<file path="src/rtl/mux_arb_pkg.sv">
// Shared constants and state encoding for the round-robin bit-select arbiter.
// Imported by the interface, the mux datapath and the arbiter top.
package mux_arb_pkg;

    localparam int N_REQ         = 16;
    localparam int SEL_W         = 4;
    localparam int MAX_BURST_DEF = 4;

    typedef enum logic {
        IDLE  = 1'b0,
        GRANT = 1'b1
    } arb_state_t;

endpackage

</file>
<file path="src/rtl/mux_16to1_arbiter_if.sv">
// Bus bundle between the 16 bit-serial sources, the arbiter and the shared output lane.
// The slave modport is the arbiter's view; the master modport drives requests and ready.
interface mux_16to1_arbiter_if;
    import mux_arb_pkg::*;

    logic [N_REQ-1:0] req;
    logic [N_REQ-1:0] in_data;
    logic             out_ready;
    logic             out_valid;
    logic             out_data;
    logic [SEL_W-1:0] sel;
    logic [N_REQ-1:0] gnt;
    logic             xfer;

    modport slave (
        input  req,
        input  in_data,
        input  out_ready,
        output out_valid,
        output out_data,
        output sel,
        output gnt,
        output xfer
    );

    modport master (
        output req,
        output in_data,
        output out_ready,
        input  out_valid,
        input  out_data,
        input  sel,
        input  gnt,
        input  xfer
    );

endinterface

</file>
<file path="src/rtl/mux_16to1.sv">
// Plain 16:1 bit-select datapath; the arbiter owns its select.
module mux_16to1
    import mux_arb_pkg::*;
(
    input  logic [N_REQ-1:0] in_data,
    input  logic [SEL_W-1:0] sel,
    output logic             out_data
);

    assign out_data = in_data[sel];

endmodule

</file>
<file path="src/rtl/mux_16to1_arbiter.sv">
// Round-robin arbiter sharing the 16:1 bit mux among 16 requesters with bounded bursts
// and a valid/ready handoff to a single downstream consumer.
//
//   state | meaning
//   ------+-----------------------------------------------
//   IDLE  | no owner, gnt = 0, sel holds last owner
//   GRANT | owner = sel, gnt[sel] = 1, out_valid = req[sel]
module mux_16to1_arbiter
    import mux_arb_pkg::*;
#(
    parameter int MAX_BURST = MAX_BURST_DEF
) (
    input  logic                  clk,
    input  logic                  rst_n,
    mux_16to1_arbiter_if.slave    bus
);

    arb_state_t       state_q, state_d;
    logic [SEL_W-1:0] sel_q, sel_d;
    logic [SEL_W-1:0] ptr_q, ptr_d;
    logic [SEL_W-1:0] cnt_q, cnt_d;
    logic [N_REQ-1:0] gnt_q, gnt_d;

    logic             owner_req;
    logic             out_valid;
    logic             xfer;
    logic             rel;
    logic             pick_found;
    logic [SEL_W-1:0] pick_idx;
    logic [SEL_W-1:0] pick_base;

    localparam logic [SEL_W-1:0] LAST_BEAT = SEL_W'(MAX_BURST - 1);
    localparam logic [N_REQ-1:0] ONE_HOT0  = {{(N_REQ-1){1'b0}}, 1'b1};

    // First requester at or after ptr, wrapping mod 16. Returns {found, index}.
    function automatic logic [SEL_W:0] rr_pick(input logic [N_REQ-1:0] r,
                                               input logic [SEL_W-1:0] ptr);
        logic             found;
        logic [SEL_W-1:0] idx;
        logic [SEL_W-1:0] cand;
        found = 1'b0;
        idx   = '0;
        for (int k = 0; k < N_REQ; k++) begin
            cand = ptr + SEL_W'(k);
            if (!found && r[cand]) begin
                found = 1'b1;
                idx   = cand;
            end
        end
        return {found, idx};
    endfunction

    mux_16to1 u_mux (
        .in_data  (bus.in_data),
        .sel      (sel_q),
        .out_data (bus.out_data)
    );

    assign owner_req = bus.req[sel_q];
    assign out_valid = (state_q == GRANT) && owner_req;
    assign xfer      = out_valid && bus.out_ready;
    assign rel       = (state_q == GRANT) &&
                       (!owner_req || (xfer && (cnt_q == LAST_BEAT)));

    // On release the pointer moves past the old owner before the re-pick.
    assign pick_base = (state_q == GRANT) ? sel_q + 1'b1 : ptr_q;
    assign {pick_found, pick_idx} = rr_pick(bus.req, pick_base);

    always_ff @(posedge clk) begin
        if (!rst_n) begin
            state_q <= IDLE;
            sel_q   <= '0;
            ptr_q   <= '0;
            cnt_q   <= '0;
            gnt_q   <= '0;
        end else begin
            state_q <= state_d;
            sel_q   <= sel_d;
            ptr_q   <= ptr_d;
            cnt_q   <= cnt_d;
            gnt_q   <= gnt_d;
        end
    end

    always_comb begin
        state_d = state_q;
        sel_d   = sel_q;
        ptr_d   = ptr_q;
        cnt_d   = cnt_q;
        gnt_d   = gnt_q;
        case (state_q)
            IDLE: begin
                if (pick_found) begin
                    state_d = GRANT;
                    sel_d   = pick_idx;
                    gnt_d   = ONE_HOT0 << pick_idx;
                    cnt_d   = '0;
                end
            end
            GRANT: begin
                if (rel) begin
                    ptr_d = pick_base;
                    cnt_d = '0;
                    if (pick_found) begin
                        sel_d = pick_idx;
                        gnt_d = ONE_HOT0 << pick_idx;
                    end else begin
                        state_d = IDLE;
                        gnt_d   = '0;
                    end
                end else if (xfer) begin
                    cnt_d = cnt_q + 1'b1;
                end
            end
            default: begin
                state_d = IDLE;
                gnt_d   = '0;
            end
        endcase
    end

    assign bus.out_valid = out_valid;
    assign bus.xfer      = xfer;
    assign bus.sel       = sel_q;
    assign bus.gnt       = gnt_q;

endmodule

</file>
<file path="src/flat_wrapper.sv">
// flat-port wrapper written by rule: the top's interface ports become plain ports
module mux_16to1_arbiter_flat import mux_arb_pkg::*;
#(
    parameter int MAX_BURST = MAX_BURST_DEF
)
  (clk, rst_n, bus_req, bus_in_data, bus_out_ready, bus_out_valid, bus_out_data, bus_sel, bus_gnt, bus_xfer);
  mux_16to1_arbiter_if bus_i ();
  input  logic clk;
  input  logic rst_n;
  input wire logic [$bits(bus_i.req)-1:0] bus_req;
  input wire logic [$bits(bus_i.in_data)-1:0] bus_in_data;
  input wire logic [$bits(bus_i.out_ready)-1:0] bus_out_ready;
  output wire logic [$bits(bus_i.out_valid)-1:0] bus_out_valid;
  output wire logic [$bits(bus_i.out_data)-1:0] bus_out_data;
  output wire logic [$bits(bus_i.sel)-1:0] bus_sel;
  output wire logic [$bits(bus_i.gnt)-1:0] bus_gnt;
  output wire logic [$bits(bus_i.xfer)-1:0] bus_xfer;
  assign bus_i.req = bus_req;
  assign bus_i.in_data = bus_in_data;
  assign bus_i.out_ready = bus_out_ready;
  assign bus_out_valid = bus_i.out_valid;
  assign bus_out_data = bus_i.out_data;
  assign bus_sel = bus_i.sel;
  assign bus_gnt = bus_i.gnt;
  assign bus_xfer = bus_i.xfer;
  mux_16to1_arbiter #(.MAX_BURST(MAX_BURST)) u_core (.clk(clk), .rst_n(rst_n), .bus(bus_i));
endmodule
</file>
<file path="config.mk">
export PLATFORM = sky130hd
export DESIGN_NAME = mux_16to1_arbiter_flat
export DESIGN_NICKNAME = d
export VERILOG_FILES = /design/src/rtl/mux_arb_pkg.sv /design/src/rtl/mux_16to1_arbiter_if.sv /design/src/rtl/mux_16to1.sv /design/src/rtl/mux_16to1_arbiter.sv /design/src/flat_wrapper.sv
export SDC_FILE = /design/constraint.sdc
export NUM_CORES = 1
export LEC_CHECK = 0
export BUFFER_PORTS_ARGS = -buffer_cell sky130_fd_sc_hd__buf_2
export CORE_MARGIN = 3
export CORE_UTILIZATION = 58
export DETAILED_ROUTE_END_ITERATION = 12
export GPL_ROUTABILITY_DRIVEN = 1
export PLACE_DENSITY_LB_ADDON = 0.2
export SETUP_SLACK_MARGIN = 0.5
export SYNTH_ARGS = -nofsm -noshare
export SYNTH_HDL_FRONTEND = slang
export SYNTH_SLANG_ARGS = --single-unit
</file>
<file path="constraint.sdc">
create_clock -name clk -period 5.5 [get_ports clk]
set_input_delay 0.55 -clock clk [delete_from_list [all_inputs] [get_ports clk]]
set_output_delay 0.55 -clock clk [all_outputs]
set_load 0.05 [all_outputs]
</file>
==> summary.md, run 1 <==
### Logic synthesis
* Unique masters post-synth: 74
* Post-synth EDFFs: 0
* Syn Std Cell Area: 3641 sq um
* syn nets: 456
* synthesized area divided by synthesized cell count: 8.731 sq um
* count of state elements after synthesis: 29
* cell type contributing the most total cell area after synthesis: dfxtp_1
* sequential area share after synthesis: 15.95%
* share of the synthesized area in the top cell type: 15.95%
* share of flip-flops with an asynchronous set or reset: 0%
* top area cells in the synthesized netlist: dfxtp_1, mux4_2, mux2i_1, nor2_1, a21oi_1
* list of most frequent post-synthesis cells: nor2_1, dfxtp_1, nand2_1
* Primary FF master, synth: dfxtp_1
* number of synthesis warnings: 0
* synthesized instance count: 417
* most repeated cell in the gate-level netlist after synthesis: nor2_1

### Pwr
* total power per unit cell area: 686.8 nW/um^2
* part of the total power dissipated in sequential elements: 10.6%
* internal power: 1219 uW
* combinational cell fraction of total power: 83.5%
* switching fraction of total power: 57.00%
* Final Power: 2835 uW
* reported net switching power: 1616 uW
* clock group share of total power: 5.9%
* Pleak: 0.001657 uW
* peak ir drop on the vdd network: 0.3645 mV

### Floorplan
* Core Area: 5991 sq um
* Boundary Pins: 58
* Die Wd: 85.23 um
* floorplan die height: 85.23 um
* Site Rows: 28
* die outline area: 7264 sq um
* starting utilization of the core area: 60.78%

### Routing
* drt drc: 0
* ANT nets after route: 0
* Total Routed Length: 11.54 mm
* number of iterations in the first detailed-routing pass: 5
* routed vias: 3874
* violation count after the first detailed-routing iteration: 364
* average via count per standard cell: 7.031
* final routed wire length divided by cell count: 20.95 um

### Finish
* synthesis-to-layout area growth: 13.37%
* Cell Count, Final, Fillers Out: 551
* fraction of layout cells with a size suffix above 1: 28.78%
* post-layout net count: 514
* Antenna Cells: 0

### GRT
* vias in the first global route: 3705
* first-pass GRT wire length: 18.38 mm
* antenna violations before repair: 0
* maximum number of pins on one net before global-route repair: 18
* GR Overflow Total: 0
* GRT Total Usage: 31.61%

### STA
* tightest slew margin relative to the limit: 50.56%
* Final period util: 86.02%
* Worst Clk Skew: 2.867 ps
* number of max-slew violations in the final report: 0
* Highest Clock Rate: 211.4 MHz
* setup repair after global routing missed its margin: no
* Hold Violations, Final: 0
* pin slew with the least headroom to its limit: 736.0 ps
* final setup violation count: 0
* Final min period: 4731 ps
* final-layout setup total negative slack: 0 ps

### Worst setup path
* required time at the worst-slack endpoint: 5700 ps
* setup slack, reg-to-reg: 770 ps
* capturing point of the worst reg2reg path: u_core.bus.gnt[5]
* RR Startpoint: u_core.state_q
* depth of the most critical reg-to-reg path: 13
* largest fanout on the critical path: 13
* kind of critical path: reg2reg
* launching instance or port of the critical path: u_core.state_q
* crit path DAT: 4930 ps
* startpoint types: register
* worst setup path end: u_core.bus.gnt[5]
* capturing element type of the critical path: register

### Place
* post-DP HPWL: 8.887 mm
* port buffer count: 57
* gp weighted congestion: 1.031
* DP Cell Count: 541

### Outcome
* result of the run: completed

### Min path
* Tightest Hold Check Type: reg2reg

### Clocking
* number of buffers between clock root and the deepest sink: 2
* clock-pin slew of the registers on the worst-case setup and hold paths: 60 ps
* Root Driver: clkbuf_8
* TritonCTS Buffers: 5
* latest clock arrival within the worst-skew pair: 280 ps
* clock sink total: 29
* CTS tree: built
* H-tree levels: 2

### Job
* MaxCap Viol Count: 0

power groups by stage:
stage	registers (uW)	clock network, uW	logic, uW
4_1_cts	301	168	2260
3_3_place_gp	300	0	2220
3_5_place_dp	304	0	2240
6_report	301	167	2370
5_1_grt	307	176	2520
2_1_floorplan	409	0	1630
area by class of cell:
| cell class | count | area (sq um) |
|---|---|---|
| Multi-Input combinational cell | 360 | 2953 |
| Fill cell | 504 | 1863 |
| Sequential cell | 29 | 581.8 |
| Timing Repair Buffer | 70 | 382.9 |
| Tap cell | 75 | 93.84 |
| Clock buffer | 6 | 72.57 |
| Inverter | 9 | 33.78 |
| Clock inverter | 2 | 10.01 |
registers in the layout (all words and copies together), names as in the netlist:
signal	count
u_core.bus.gnt	16
u_core.bus.sel	4
u_core.cnt_q	4
u_core.ptr_q	4
u_core.state_q	1
per-layer routing:
layer  vias up  routed length, um  track usage (%)
li1       1744                  -                -
met1      1811               4815            44.66
met2       250               5132            47.32
met3        69               1091            6.602
met4         0                502            12.37
met5         -                  0                0
per-stage QoR:
| stage | cell area (sq um) | hold WS, ps | setup WS [ps] | util [%] |
|---|---|---|---|---|
| floorplan | 3641 | 470.6 | 723.4 | - |
| global placement | 3988 | 443.1 | 667.0 | 66.56 |
| detailed placement | 3988 | 451.1 | 421.7 | 66.56 |
| CTS | 4075 | 470.6 | 591.6 | 68.02 |
| global route | 4128 | 493.0 | 513.9 | 68.90 |
| finish | 4128 | 465.8 | 769.2 | 68.90 |
what timing repair did:
action / in CTS / in global routing
hold buffers: 0 / 0
pin swaps: 0 / 1
setup buffers: 0 / 2
gates resized for setup: 2 / 5
endpoints found under the setup margin: 11 / 19
logic make-up (layout without fill, tap and decap cells):
kind of cell             count (synthesis)  in the layout  share of synthesized area [%]
multiplexers                            60             60                          26.08
AO/OA/AOI/OAI                          122            122                          23.27
adder cells (fa/ha/maj)                  4              4                          1.375
XOR/XNOR                                19             19                          6.013
flip-flops                              29             29                          15.95
buffers and inverters                   28             87                          4.089
AND/OR/NAND/NOR                        155            155                          23.23
worst min path at each step:
stage,from,endpoint,slack [ps],cells past startpoint
after floorplan,u_core.cnt_q[1],u_core.cnt_q[1],470,2
after global routing,u_core.bus.gnt[9],u_core.bus.gnt[9],490,1
final,u_core.bus.gnt[1],u_core.bus.gnt[1],470,1
after CTS,u_core.bus.gnt[2],u_core.bus.gnt[2],470,1
after global placement,u_core.bus.gnt[2],u_core.bus.gnt[2],440,1
after detailed placement,u_core.bus.gnt[2],u_core.bus.gnt[2],450,1
cell usage in the layout, fill, tap and decap left out, drive strengths merged, types with 3 or more instances in the layout:
cell type,count
xnor2,14
a32o,4
o211ai,16
mux2i,29
inv,9
nor2,43
nor3,10
and2,11
dfxtp,29
or2,3
o2bb2ai,8
nand2,30
mux2,8
o21a,4
nand4,14
nand3b,4
a31oi,3
a211oi,10
clkbuf,6
a22o,4
nor2b,7
nand2b,3
ha,4
a21oi,24
nand3,17
buf,70
mux4,23
o21ai,24
o22ai,3
a21o,3
xor2,5
and3,5
worst max-delay path: stages, from the launching register on:
cell,delay (ps)
dfxtp_1,520
or2_1,380
nand2_4,230
ha_1,350
xnor2_4,380
mux4_2,580
mux2i_1,370
o21bai_1,210
a211oi_1,100
o32ai_1,380
o211ai_1,160
a22oi_1,480
nand3b_1,260
o2bb2ai_1,220
Power figures use the tool's default switching activity.
==> inputs of run 2 (changes only) <==
Settings changed: CORE_UTILIZATION 58 to 53.
==> run 2 against run 1 <==
Effect of this change:
- critical path type unchanged
- fmax fell by 0.15%
- combinational power barely moved
- register-to-register slack is essentially flat
- design area is 0.94% higher
- clock skew barely moved
- highest routed layer unchanged
- power increased by 0.87%
- non-clock buffer count rose by 2
==> summary.md, run 2 (synthesized netlist as in run 1, its figures left out) <==
### Clocking
* Root Driver: clkbuf_8
* latest clock arrival within the worst-skew pair: 280 ps
* number of buffers between clock root and the deepest sink: 2
* TritonCTS Buffers: 5
* clock-pin slew of the registers on the worst-case setup and hold paths: 60 ps
* H-tree levels: 2
* CTS tree: built
* clock sink total: 29
* CTS Hold Bufs: 0

### Pwr
* combinational cell fraction of total power: 81.8%
* peak ir drop on the vdd network: 0.3126 mV
* Pleak: 0.001678 uW
* part of the total power dissipated in sequential elements: 10.3%
* internal power: 1288 uW
* clock group share of total power: 7.9%
* switching fraction of total power: 54.96%
* total power per unit cell area: 686.3 nW/um^2
* reported net switching power: 1572 uW

### Worst setup path
* crit path DAT: 4950 ps
* required time at the worst-slack endpoint: 5710 ps
* kind of critical path: reg2reg
* setup slack, reg-to-reg: 760 ps
* largest fanout on the critical path: 13
* startpoint types: register
* capturing element type of the critical path: register

### Place
* port buffer count: 57
* gp weighted congestion: 0.9962
* Cell Area, Placed: 3998 sq um
* post-DP HPWL: 8.453 mm
* DP Cell Count: 544

### Finish
* commonest non-fill, non-tap cells in the layout: buf_2, nor2_1, nand2_1
* synthesis-to-layout area growth: 14.43%
* Antenna Cells: 0
* Cell Count, Final, Fillers Out: 555
* post-layout net count: 516
* final design area excluding fillers: 4167 sq um
* fraction of layout cells with a size suffix above 1: 28.87%
* flip-flop count of the largest register after layout: 16
* most common cell after layout, fill and taps aside: buf_2

### Routing
* violation count after the first detailed-routing iteration: 325
* average via count per standard cell: 6.814
* final routed wire length divided by cell count: 19.38 um
* routed vias: 3782
* ANT nets after route: 0
* drt drc: 0
* number of iterations in the first detailed-routing pass: 5
* Total Routed Length: 10.76 mm

### Floorplan
* Site Rows: 29
* starting utilization of the core area: 56.06%
* die outline area: 7901 sq um
* Boundary Pins: 58
* Core Area: 6495 sq um
* Die Wd: 88.89 um
* floorplan die height: 88.89 um

### STA
* Hold Violations, Final: 0
* pin slew with the least headroom to its limit: 751.4 ps
* number of max-slew violations in the final report: 0
* final-layout setup total negative slack: 0 ps
* Worst Clk Skew: 3.020 ps
* Highest Clock Rate: 211.1 MHz
* Final min period: 4738 ps
* Final period util: 86.15%
* tightest slew margin relative to the limit: 49.38%
* final setup violation count: 0
* setup repair after global routing missed its margin: no
* worst hold slack: 462.6 ps

### Job
* MaxCap Viol Count: 0

### GRT
* first-pass GRT wire length: 17.29 mm
* GR Overflow Total: 0
* vias in the first global route: 3540
* maximum number of pins on one net before global-route repair: 18
* antenna violations before repair: 0
* GRT Total Usage: 27.96%

### Outcome
* result of the run: completed

### Min path
* Tightest Hold Check Type: reg2reg

-- run 2: path summary, 6_finish.rpt --
path | from | end | depth (start not counted)
max | u_core.state_q | u_core.bus.gnt[2] | 15
min | u_core.bus.gnt[5] | u_core.bus.gnt[5] | 1
max reg2reg | u_core.state_q | u_core.bus.gnt[2] | 15
min reg2reg | u_core.bus.gnt[5] | u_core.bus.gnt[5] | 1
-- run 2: timing repair --
action,4_1_cts,5_1_grt
setup endpoints to repair,0,22
endpoints found under the hold margin,0,0
gates resized for setup,0,5
setup buffers,0,3
-- run 2: per-layer routing --
layer	vias to the layer above	GRT usage (%)	wire [um]
met3	25	5.587	996
met2	248	43.25	4765
li1	1751	-	-
met4	0	6.593	214
met5	-	0	0
met1	1758	40.22	4780
-- run 2: layout make-up --
type	count	area (sq um)
clock buffer	7	86.33
inverter	9	33.78
multi-input combinational	360	2940
sequential	29	581.8
timing repair buffer	72	397.9
tap	77	96.34
fill	550	2328
clock inverter	1	30.03
-- run 2: worst max-delay path, stage by stage (launching register included) --
cell and delay, ps:
dfxtp_1 500, or2_1 360, nand2_4 210, ha_1 310
xnor2_2 440, mux4_2 600, mux2i_1 420, nor3_1 230
nand3_1 220, nor4_4 60, buf_4 190, buf_4 150
a21oi_1 220, buf_4 230, or3b_1 380, o2bb2ai_1 150
-- run 2: power by group through the flow --
stage                     clock [uW]  sequential [uW]  combinational [uW]
after floorplan                    0              409                1630
after global placement             0              299                2220
after detailed placement           0              299                2230
after CTS                        229              295                2240
after global routing             236              303                2510
final                            226              295                2340
-- run 2: through the flow --
| step | setup WS (ps) | power, uW | util (%) |
|---|---|---|---|
| after global routing | 556.3 | 3045 | 64.15 |
| after detailed placement | 574.2 | 2532 | 61.55 |
| final | 761.8 | 2859 | 64.15 |
| after CTS | 561.3 | 2766 | 63.34 |
| after global placement | 631.2 | 2518 | 61.55 |
| after floorplan | 723.4 | 2037 | - |
